==> config.mk <==
export PLATFORM = sky130hd
export DESIGN_NAME = mem_arbiter
export DESIGN_NICKNAME = d
export VERILOG_FILES = /design/src/rtl/mem_arb_pkg.sv /design/src/rtl/mem_req_mux.sv /design/src/rtl/mem_arbiter.sv
export SDC_FILE = /design/constraint.sdc
export NUM_CORES = 1
export LEC_CHECK = 0
export BUFFER_PORTS_ARGS = -buffer_cell sky130_fd_sc_hd__buf_2
export CAP_MARGIN = 40
export CELL_PAD_IN_SITES_DETAIL_PLACEMENT = 2
export CELL_PAD_IN_SITES_GLOBAL_PLACEMENT = 2
export CORE_AREA = 2 2 289 291
export CTS_BUF_LIST = sky130_fd_sc_hd__clkbuf_4
export CTS_CLUSTER_SIZE = 30
export DETAILED_ROUTE_END_ITERATION = 8
export DIE_AREA = 0 0 291 293
export HOLD_SLACK_MARGIN = 0.05
export PLACE_DENSITY_LB_ADDON = 0.1
export SLEW_MARGIN = 30
export SYNTH_ARGS = -nofsm -noshare
export SYNTH_HDL_FRONTEND = slang
export SYNTH_SLANG_ARGS = --single-unit
==> constraint.sdc <==
create_clock -name clk -period 4.74 [get_ports clk]
set_clock_uncertainty 0.15 [all_clocks]
set_input_delay 0.474 -clock clk [delete_from_list [all_inputs] [get_ports clk]]
set_output_delay 0.474 -clock clk [all_outputs]
set_load 0.01 [all_outputs]
==> src/rtl/mem_arb_pkg.sv <==
// Shared definitions for the I/D memory-port arbiter: default widths,
// FSM state encoding and the IDLE-state arbitration rule.
package mem_arb_pkg;

  localparam int ADDR_W = 28;
  localparam int DATA_W = 128;

  typedef logic [1:0] arb_state_t;

  localparam arb_state_t IDLE  = 2'd0;
  localparam arb_state_t GNT_I = 2'd1;
  localparam arb_state_t GNT_D = 2'd2;

  // Choose the next grant from IDLE. A pending lock forces the D refill that
  // follows a write-back ahead of the I-side; otherwise conflicts alternate.
  function automatic arb_state_t pick_grant(input logic i_read,
                                            input logic d_read,
                                            input logic d_write,
                                            input logic lock,
                                            input logic last_d);
    logic d_req;
    d_req = d_read | d_write;
    if (lock && d_read)
      return GNT_D;
    else if (i_read && d_req)
      return last_d ? GNT_I : GNT_D;
    else if (i_read)
      return GNT_I;
    else if (d_req)
      return GNT_D;
    else
      return IDLE;
  endfunction

endpackage

==> src/rtl/mem_req_mux.sv <==
// Combinational command steering: drives the memory command from the granted
// requester and returns mem_ready only to that requester.
module mem_req_mux #(
  parameter int ADDR_W = mem_arb_pkg::ADDR_W,
  parameter int DATA_W = mem_arb_pkg::DATA_W
) (
  input  mem_arb_pkg::arb_state_t state,
  input  logic                    i_read,
  input  logic [ADDR_W-1:0]       i_addr,
  input  logic                    d_read,
  input  logic                    d_write,
  input  logic [ADDR_W-1:0]       d_addr,
  input  logic [DATA_W-1:0]       d_wdata,
  input  logic                    mem_ready,
  output logic                    mem_read,
  output logic                    mem_write,
  output logic [ADDR_W-1:0]       mem_addr,
  output logic [DATA_W-1:0]       mem_wdata,
  output logic                    i_ready,
  output logic                    d_ready
);
  import mem_arb_pkg::*;

  // Select the command source; IDLE (and any illegal encoding) drives nothing.
  always_comb begin
    mem_read  = 1'b0;
    mem_write = 1'b0;
    mem_addr  = '0;
    mem_wdata = '0;
    i_ready   = 1'b0;
    d_ready   = 1'b0;
    case (state)
      GNT_I: begin
        mem_read = i_read;
        mem_addr = i_addr;
        i_ready  = mem_ready;
      end
      GNT_D: begin
        // A write-back takes precedence if both D commands are raised.
        mem_write = d_write;
        mem_read  = d_read & ~d_write;
        mem_addr  = d_addr;
        mem_wdata = d_wdata;
        d_ready   = mem_ready;
      end
      default: begin
      end
    endcase
  end

endmodule

==> src/rtl/mem_arbiter.sv <==
// Two-port arbiter sharing the off-chip memory port between the I-cache miss
// path and the D-cache miss/write-back path. Round-robin on conflicts; a
// completed write-back locks the next grant for the D refill.
module mem_arbiter #(
  parameter int ADDR_W = mem_arb_pkg::ADDR_W,
  parameter int DATA_W = mem_arb_pkg::DATA_W
) (
  input  logic              clk,
  input  logic              rst_n,
  input  logic              i_read,
  input  logic [ADDR_W-1:0] i_addr,
  output logic              i_ready,
  output logic [DATA_W-1:0] i_rdata,
  input  logic              d_read,
  input  logic              d_write,
  input  logic [ADDR_W-1:0] d_addr,
  input  logic [DATA_W-1:0] d_wdata,
  output logic              d_ready,
  output logic [DATA_W-1:0] d_rdata,
  output logic              mem_read,
  output logic              mem_write,
  output logic [ADDR_W-1:0] mem_addr,
  output logic [DATA_W-1:0] mem_wdata,
  input  logic [DATA_W-1:0] mem_rdata,
  input  logic              mem_ready,
  output logic              busy,
  output logic              grant_d
);
  import mem_arb_pkg::*;

  arb_state_t state_q, state_d;
  logic       lock_q, lock_d;
  logic       last_d_q, last_d_d;

  // Next-state, lock and round-robin history.
  always_comb begin
    state_d  = state_q;
    lock_d   = lock_q;
    last_d_d = last_d_q;
    case (state_q)
      IDLE: begin
        state_d = pick_grant(i_read, d_read, d_write, lock_q, last_d_q);
        if (state_d != IDLE) begin
          last_d_d = (state_d == GNT_D);
          lock_d   = 1'b0;
        end
      end
      GNT_I: begin
        // Completion or an abandoned request both release the port.
        if (mem_ready || !i_read)
          state_d = IDLE;
      end
      GNT_D: begin
        if (mem_ready) begin
          state_d = IDLE;
          if (d_write)
            lock_d = 1'b1;
        end else if (!(d_read || d_write)) begin
          state_d = IDLE;
        end
      end
      default: state_d = IDLE;
    endcase
  end

  // Arbiter state registers; reset drops any in-flight grant at once.
  always_ff @(posedge clk or negedge rst_n) begin
    if (!rst_n) begin
      state_q  <= IDLE;
      lock_q   <= 1'b0;
      last_d_q <= 1'b0;
    end else begin
      state_q  <= state_d;
      lock_q   <= lock_d;
      last_d_q <= last_d_d;
    end
  end

  assign busy    = (state_q == GNT_I) || (state_q == GNT_D);
  assign grant_d = (state_q == GNT_D);

  // Read data is broadcast; only the matching *_ready qualifies it.
  assign i_rdata = mem_rdata;
  assign d_rdata = mem_rdata;

  mem_req_mux #(
    .ADDR_W (ADDR_W),
    .DATA_W (DATA_W)
  ) u_mux (
    .state     (state_q),
    .i_read    (i_read),
    .i_addr    (i_addr),
    .d_read    (d_read),
    .d_write   (d_write),
    .d_addr    (d_addr),
    .d_wdata   (d_wdata),
    .mem_ready (mem_ready),
    .mem_read  (mem_read),
    .mem_write (mem_write),
    .mem_addr  (mem_addr),
    .mem_wdata (mem_wdata),
    .i_ready   (i_ready),
    .d_ready   (d_ready)
  );

endmodule

==> impl_metrics.prom <==
# TYPE chip_impl_metric gauge
chip_impl_info{name="clock_tree_from_tritoncts",value="yes"} 1
chip_impl_metric{name="number_of_max_cap_violations",unit=""} 0
chip_impl_metric{name="post-synth-top-area-fraction",unit=""} 0.541
chip_impl_metric{name="post_synth.cell_area_avg",unit="um2"} 7.07
chip_impl_metric{name="drt-total-wl",unit="mm"} 20.4
chip_impl_metric{name="cellLeakagePower",unit="uW"} 0.00223
chip_impl_info{name="synthFlopType",value="sky130_fd_sc_hd__dfrtp_1"} 1
chip_impl_metric{name="chipWidth",unit="um"} 291
chip_impl_metric{name="route.antenna.remaining_nets",unit=""} 0
chip_impl_metric{name="place_ws",unit="ps"} 1890
chip_impl_metric{name="achievable-frequency",unit="MHz"} 337
chip_impl_metric{name="floorplan.rows",unit=""} 105
chip_impl_info{name="worstPathCellList",value="inv_1 -> ha_4 -> buf_4 -> and2_1 -> buf_2"} 1
chip_impl_metric{name="clock_path_buffers",unit=""} 2
chip_impl_metric{name="core",unit="um2"} 81800
chip_impl_metric{name="yosys_warnings",unit=""} 0
chip_impl_metric{name="drcViolationCount",unit=""} 0
chip_impl_metric{name="effective_utilization_at_floorplan",unit=""} 0.0434
chip_impl_info{name="clockRootBuffer",value="sky130_fd_sc_hd__clkbuf_4"} 1
chip_impl_metric{name="finalHoldViolCount",unit=""} 0
chip_impl_metric{name="timing.slew.headroom",unit=""} 0.533
chip_impl_info{name="crit_slowest_cell",value="sky130_fd_sc_hd__ha_4"} 1
chip_impl_info{name="grt_setup_unrepaired",value="no"} 1
chip_impl_info{name="netlist_top_cells_count",value="sky130_fd_sc_hd__buf_4, sky130_fd_sc_hd__and2_1, sky130_fd_sc_hd__a22oi_1, sky130_fd_sc_hd__nor2b_1, sky130_fd_sc_hd__buf_2"} 1
chip_impl_metric{name="wire_length_of_the_first_global_routing_pass",unit="mm"} 27.8
chip_impl_metric{name="portBuffers",unit=""} 351
chip_impl_metric{name="worstPathRequired",unit="ps"} 4120
chip_impl_metric{name="routed-via-count",unit=""} 3407
chip_impl_metric{name="synthArstFlopShare",unit=""} 1.00
chip_impl_metric{name="drt_via_density",unit=""} 2.06
chip_impl_metric{name="h_tree_lvls",unit=""} 1
chip_impl_metric{name="ratio_of_final_minimum_period_to_clock_period",unit=""} 0.626
chip_impl_info{name="yosys-top-cells-area",value="sky130_fd_sc_hd__buf_4, sky130_fd_sc_hd__and2_1, sky130_fd_sc_hd__a22oi_1, sky130_fd_sc_hd__nor2b_1, sky130_fd_sc_hd__dfrtp_1"} 1
chip_impl_metric{name="worstMarginPinSlew",unit="ps"} 700
chip_impl_metric{name="tritoncts.num_buffers",unit=""} 3
chip_impl_metric{name="synthDistinctLibCells",unit=""} 20
chip_impl_metric{name="detailedRoute.firstPassIterationCount",unit=""} 3
chip_impl_metric{name="report.final.slew_viol_count",unit=""} 0
chip_impl_metric{name="area_growth",unit="%"} 33.0
chip_impl_info{name="synth_most_common_cell",value="sky130_fd_sc_hd__buf_4"} 1
chip_impl_metric{name="report.final.setup_viol",unit=""} 0
chip_impl_metric{name="arrival_time_of_the_worst_setup_path",unit="ps"} 2340
chip_impl_info{name="cp-start-kind",value="flop"} 1
chip_impl_metric{name="cts.repair_timing.setup_buffer_count",unit=""} 0
chip_impl_info{name="cp_top_family",value="buffers and inverters"} 1
chip_impl_metric{name="via_count_of_the_first_global_routing_pass",unit=""} 3727
chip_impl_metric{name="timing.critical_path.slowest_cell_delay",unit="ps"} 590
chip_impl_metric{name="antenna_found_initial",unit=""} 10
chip_impl_metric{name="final.min_clock_period",unit="ps"} 2970
chip_impl_metric{name="cts_sinks",unit=""} 4
chip_impl_metric{name="routed_wire_length_per_instance",unit="um"} 12.4
chip_impl_metric{name="total_power",unit="uW"} 1730
chip_impl_metric{name="pin_count_of_the_biggest_net_entering_global_routing",unit=""} 62
chip_impl_metric{name="clkTransAtPathRegs",unit="ps"} 40
chip_impl_metric{name="critical_path.n_buffers_inverters",unit=""} 3
chip_impl_metric{name="num_io_pins",unit=""} 736
chip_impl_info{name="synthDominantAreaCellType",value="sky130_fd_sc_hd__buf_4"} 1
chip_impl_metric{name="powerDensity",unit="nW/um2"} 367
chip_impl_metric{name="drt_iter0_drc",unit=""} 47
chip_impl_metric{name="gpl_congestion",unit=""} 0.611
chip_impl_metric{name="floorplan.die_area",unit="um2"} 85300
chip_impl_metric{name="worstPathMaxFanout",unit=""} 61
chip_impl_metric{name="hpwlAfterDp",unit="mm"} 17.9
chip_impl_metric{name="final_critical_path_setup_slack",unit="ps"} 1770
chip_impl_metric{name="die_y",unit="um"} 293
chip_impl_metric{name="yosysSeqAreaShare",unit=""} 0.0282
chip_impl_info{name="outcome",value="finished clean"} 1
chip_impl_metric{name="postSynthNetCount",unit=""} 823
chip_impl_metric{name="number_of_nets_in_the_layout",unit=""} 905
chip_impl_metric{name="ir_worst_vdd",unit="V"} 0.000122
chip_impl_metric{name="grt_usage",unit=""} 0.0440
chip_impl_metric{name="globalRouteOverflowTotal",unit=""} 0
chip_impl_metric{name="syn_inst",unit=""} 502
chip_impl_metric{name="synth-seq-cells",unit=""} 4
chip_impl_info{name="end_kind",value="output pin"} 1
chip_impl_metric{name="finalSetupTns",unit="ps"} 0
chip_impl_metric{name="netlist_area",unit="um2"} 3550
chip_impl_info{name="critPathKind",value="reg2out"} 1
chip_impl_metric{name="synth_edf_count",unit=""} 0
chip_impl_metric{name="worst_skew_pair.late_latency",unit="ps"} 230
chip_impl_info{name="timing.hold.worst.class",value="in2reg"} 1
chip_impl_metric{name="layout-drive-gt1-share",unit=""} 0.624
-- area by class of cell --
cell class / count / area, um2
sequential: 4 / 100
inverter: 5 / 18.8
clock buffer: 3 / 22.5
fill: 9875 / 77100
multi-input combinational: 213 / 1410
antenna: 2 / 5.00
timing repair buffer: 357 / 1820
tap: 1070 / 1340
-- logic make-up after synthesis --
family          after synthesis  share of synthesized area
buf+inv                     285                      0.578
simple gates                168                      0.292
compound gates               41                     0.0884
fa+ha+maj                     3                     0.0106
flops                         4                     0.0282
mux                           1                    0.00282
-- registers in the layout, summed over array words and instances, names as in the netlist --
name and cells:
last_d_q 1, state_q 2, lock_q 1
-- per-layer routing --
metal / wire (um) / track usage
met2: 8890 / 0.0695
met3: 3940 / 0.0398
met1: 6960 / 0.0422
met4: 557 / 0.00948
met5: 100 / 0.00567
-- power by group --
| group | switching, uW | internal [uW] |
|---|---|---|
| Sequential | 20.5 | 49.4 |
| Clock | 13.9 | 28.3 |
| Combinational | 937 | 683 |
| Total | 972 | 761 |
-- placed cells by master (no fill, tap or decap) --
cell type and instances:
sky130_fd_sc_hd__dlygate4sd3_1 1, sky130_fd_sc_hd__dfrtp_1 4, sky130_fd_sc_hd__o211ai_1 2, sky130_fd_sc_hd__buf_4 4, sky130_fd_sc_hd__a21oi_1 2, sky130_fd_sc_hd__buf_2 351, sky130_fd_sc_hd__ha_1 1, sky130_fd_sc_hd__inv_1 5
sky130_fd_sc_hd__and2_1 132, sky130_fd_sc_hd__a22oi_1 29, sky130_fd_sc_hd__a2bb2oi_1 1, sky130_fd_sc_hd__o21a_1 3, sky130_fd_sc_hd__nor2b_1 29, sky130_fd_sc_hd__mux2i_1 1, sky130_fd_sc_hd__ha_2 1, sky130_fd_sc_hd__nor2_1 3
sky130_fd_sc_hd__nand2_1 3, sky130_fd_sc_hd__o31ai_1 1, sky130_fd_sc_hd__a211oi_1 1, sky130_fd_sc_hd__ha_4 1, sky130_fd_sc_hd__buf_16 1, sky130_fd_sc_hd__clkbuf_4 3, sky130_fd_sc_hd__diode_2 2, sky130_fd_sc_hd__nand3b_1 1
sky130_fd_sc_hd__o31ai_2 2
-- metrics by stage --
step	std cells	area [um2]	utilization	hold slack [ps]
floorplan	502	3550	-	28.4
global placement	1647	4660	0.0569	148
detailed placement	1648	4690	0.0572	151
CTS	1652	4720	0.0576	451
global route	1653	4720	0.0577	481
finish	1654	4720	0.0577	434
-- worst reg2reg max path: stages (launching register included) --
cell                      delay [ps]
sky130_fd_sc_hd__dfrtp_1         430
sky130_fd_sc_hd__inv_1           110
sky130_fd_sc_hd__ha_2            470
sky130_fd_sc_hd__buf_16          220
sky130_fd_sc_hd__and2_1          240
sky130_fd_sc_hd__o21a_1          200
sky130_fd_sc_hd__o31ai_2          80
-- repair_timing --
item / CTS / global route
gates resized for setup: 0 / 0
hold buffers: 1 / 0
endpoints found under the hold margin: 4 / 0
-- path summary, 6_finish.rpt --
path,startpoint,endpoint,slack [ps],cells after the start
max,state_q[0],mem_wdata[63],1770,5
min,mem_ready,lock_q,430,3
max reg2reg,state_q[1],state_q[1],2710,6
min reg2reg,lock_q,lock_q,440,2
max in group asynchronous,rst_n,state_q[1],3830,2
min in group asynchronous,rst_n,state_q[0],470,2
(Power assumes the default switching activity.)
